File: src/rtl/dtot_counter.sv
// dtot_counter: modulus up/down counter built from per-bit T toggles on D registers
module dtot_counter #(
  parameter int WIDTH = 4,
  parameter int MOD = 16
) (
  input  logic             clk,
  input  logic             rst_n,
  input  logic             t,
  input  logic             edge_mode,
  input  logic             up,
  input  logic             load,
  input  logic [WIDTH-1:0] d,
  output logic [WIDTH-1:0] q,
  output logic [WIDTH-1:0] qb,
  output logic             tc,
  output logic             wrap
);
  localparam logic [WIDTH-1:0] q_max = WIDTH'(MOD - 1);
  typedef enum logic [1:0] {IDLE, RUN, ARMED} state_t;
  state_t state;
  logic t_prev, cnt_en;
  logic [WIDTH-1:0] tv, q_nxt, d_red;
  assign qb = ~q;
  assign tc = up ? (q == q_max) : (q == '0);
  assign d_red = WIDTH'(32'(d) % MOD);
  assign cnt_en = (state == RUN && !edge_mode) ? t :
                  (state == ARMED && edge_mode) ? (t & ~t_prev) : 1'b0;
  assign tv[0] = cnt_en;
  for (genvar i = 1; i < WIDTH; i++) begin : g_t
    assign tv[i] = tv[i-1] & (up ? q[i-1] : ~q[i-1]);
  end
  assign q_nxt = (cnt_en && tc) ? (up ? '0 : q_max) : (q ^ tv);
  always_ff @(posedge clk or negedge rst_n)
    if (!rst_n) begin
      q      <= '0;
      wrap   <= 1'b0;
      t_prev <= 1'b0;
      state  <= IDLE;
    end else begin
      q      <= load ? d_red : q_nxt;
      wrap   <= !load && cnt_en && tc;
      t_prev <= t;
      state  <= edge_mode ? ARMED : RUN;
    end
endmodule

File: config.mk
export PLATFORM = sky130hd
export DESIGN_NAME = dtot_counter
export DESIGN_NICKNAME = d
export VERILOG_FILES = /design/src/rtl/dtot_counter.sv
export SDC_FILE = /design/constraint.sdc
export NUM_CORES = 1
export LEC_CHECK = 0
export CAP_MARGIN = 20
export CORE_AREA = 4 4 41 43
export CTS_CLUSTER_SIZE = 20
export DETAILED_ROUTE_END_ITERATION = 10
export DIE_AREA = 0 0 45 47
export PLACE_DENSITY = 0.64
export SLEW_MARGIN = 20
export SYNTH_ARGS = -nofsm -noshare
export SYNTH_HDL_FRONTEND = slang
export SYNTH_SLANG_ARGS = --single-unit
File: constraint.sdc
create_clock -name clk -period 2.05 [get_ports clk]
set_input_delay 0.3075 -clock clk [delete_from_list [all_inputs] [get_ports clk]]
set_output_delay 0.3075 -clock clk [all_outputs]
set_load 0.01 [all_outputs]
==> results.json <==
{
  "status": "finished, final reports clean",
  "min_period_over_period_pct": 83.18,
  "area_growth_pct": 64.35,
  "grt_pass1_vias": 378,
  "fp.dieW_microns": 45,
  "wire_per_inst_microns": 12.03,
  "hp-class": "in -> async",
  "insertion_delay_ns": 0.24,
  "slew_headroom_pct": 74.78,
  "synthTopCellsByArea": "dfrtp_1 (48%), xnor2_1 (11%), nand2_1 (5.4%), inv_1 (4.5%), and4bb_4 (3.9%)",
  "multi_input_area_sq_um": 197.7,
  "vias": 392,
  "place_area_sq_um": 641.9,
  "initial_core_util_pct": 31.83,
  "io_buffers": 19,
  "fmax_mhz": 586.5,
  "hold_viol_final": 0,
  "ys.warnings.count": 0,
  "hpwlAfterDp_microns": 755.1,
  "track_usage_pct": 10.84,
  "start_kind": "input port",
  "arrival_ns": 1.40,
  "synthCells": 40,
  "fin_worst_skew_ns": 0.002083,
  "power_density_nw_per_um2": 617.9,
  "rows": 13,
  "drc": 0,
  "regArea_sq_um": 200.2,
  "cts-htree-levels": 1,
  "post-synth-top-area-cell": "dfrtp_1",
  "fin_util_pct": 52.31,
  "syn_nets": 50,
  "clk_pin_slew_ns": 0.06,
  "vias_per_cell": 4.900,
  "wirelength_microns": 962,
  "firstDrtPassIters": 4,
  "num_antenna_cells": 0,
  "io_pins": 20,
  "antenna_found_initial": 0,
  "min_period_ns": 1.705,
  "max-cap-violations": 0,
  "die-area_sq_um": 2115,
  "postRouteAntennaNets": 0,
  "cts_hold_buffers": 0,
  "grt_overflow": 0,
  "ff2ff_setup_slack_ns": 0.66,
  "grt_max_degree": 9,
  "met2_length_microns": 471,
  "rsz0062_at_grt": "false",
  "synthDominantCellAreaShare_pct": 48.34,
  "dp_worst_setup_slack_ns": -0.04877,
  "critical_path_required_ns": 1.74,
  "drive_above_1_share_pct": 18.46,
  "layout_common_cells": "clkdlybuf4s50_1 (18), dfrtp_1 (8), nand2_1 (6)",
  "crit_type": "in -> out",
  "vdd_drop_max_uv": 414.6,
  "initialDrtViolationCount": 7,
  "cts_tree": "done",
  "grt_pass1_wl_mm": 1.593,
  "worst_setup_path_end_kind": "output pin",
  "cts_buffers": 3,
  "cts_sinks": 8,
  "fin_setup_tns_ns": 0,
  "setup_ws_ns": 0.3448,
  "r2r-end": "q[2]$_DFF_PN0_",
  "r2r_cells": 5,
  "cts_root_buf": "clkbuf_4",
  "syn_area_per_cell_sq_um": 10.35,
  "leakage_nw": 0.3010,
  "fillers": 146,
  "gp_congestion": 0.7354,
  "final_common_cell": "clkdlybuf4s50_1",
  "synth_cell_types": 18,
  "finalInstanceArea_sq_um": 680.7,
  "worst_pin_slew_ns": 0.3771,
  "yosysSeqAreaShare_pct": 48.34,
  "fin_nets": 77,
  "worstPathMaxFanout": 3,
  "top_layer": "met4",
  "wl_met1_microns": 406,
  "finalPower_mw": 0.4206,
  "cts_max_path_buffers": 2,
  "r2r-start": "q[0]$_DFF_PN0_",
  "die_y_microns": 47,
  "synth_area_sq_um": 414.1,
  "slew_violations": 0,
  "synth_seq_cells": 8,
  "setup_viol": 0,
  "core_area_sq_um": 1301,
  "met3WireLength_microns": 73
}
[through the flow]
| step | hold slack (ns) | std cells |
|---|---|---|
| floorplan | 0.01191 | 40 |
| global placement | 0.5823 | 76 |
| detailed placement | 0.5884 | 76 |
| CTS | 0.3631 | 79 |
| global route | 0.3726 | 80 |
| finish | 0.3455 | 80 |
[routing by layer]
metal / track usage [%] / up-vias
li1: - / 190
met1: 13.05 / 183
met2: 18.36 / 17
met3: 3.448 / 2
met4: 3.509 / 0
met5: 0 / -
[area by class of cell]
type / instances / share of cell area [%]
clock buffers: 3 / 3.309
inverters: 5 / 2.757
multi-input cells: 26 / 29.04
flip-flops and latches: 8 / 29.41
well taps: 15 / 2.757
repair buffers: 23 / 32.72
[sequential cells by signal, indices dropped and copies added, names as in the netlist]
signal  flops
q           4
state       2
wrap        1
t_prev      1
[cell families after synthesis]
group	Yosys count	share of synthesized area [%]
AND/OR/NAND/NOR	12	18.73
flip-flops	8	48.34
AO/OA/AOI/OAI	8	14.20
XOR/XNOR	5	10.57
multiplexers	1	2.719
buffers and inverters	6	5.438
[power breakdown]
part	internal (mW)	switching (mW)	total, mW
Sequential	0.170	0.0118	0.182
Combinational	0.0723	0.0487	0.121
Clock	0.0669	0.0511	0.118
Total	0.309	0.112	0.421
[repair_timing]
action,CTS,global route
setup endpoints to repair,1,1
buffers inserted,0,1
hold endpoints to repair,0,0
gates resized for setup,1,1
pin swaps,0,1
[worst max-delay path by stage]
stage	start	endpoint	slack (ns)	cells past startpoint
2_1_floorplan	q[0]$_DFF_PN0_	tc	0.73	3
3_3_place_gp	up	tc	-0.04	5
3_5_place_dp	up	tc	-0.05	5
4_1_cts	up	tc	0.02	5
5_1_grt	up	tc	0.27	5
6_report	up	tc	0.34	5
[critical path: stages]
cell and delay, ns:
clkdlybuf4s50_1 0.44, nor4_2 0.32, nand2_1 0.11, nand2_1 0.07
dlymetal6s2s_1 0.15
[synth_stat cells]
library cell and n:
inv_1 5, nor3_1 1, dfrtp_1 8, and3_1 1, o211ai_1 1, a211oi_1 1
and4bb_4 1, and4_1 1, o21ai_1 2, buf_1 1, o21ai_0 2, o221ai_2 1
o221ai_1 1, xnor2_1 5, nor4_1 1, nor3b_2 1, mux2_2 1, nand2_1 6
(Power assumes the default switching activity.)
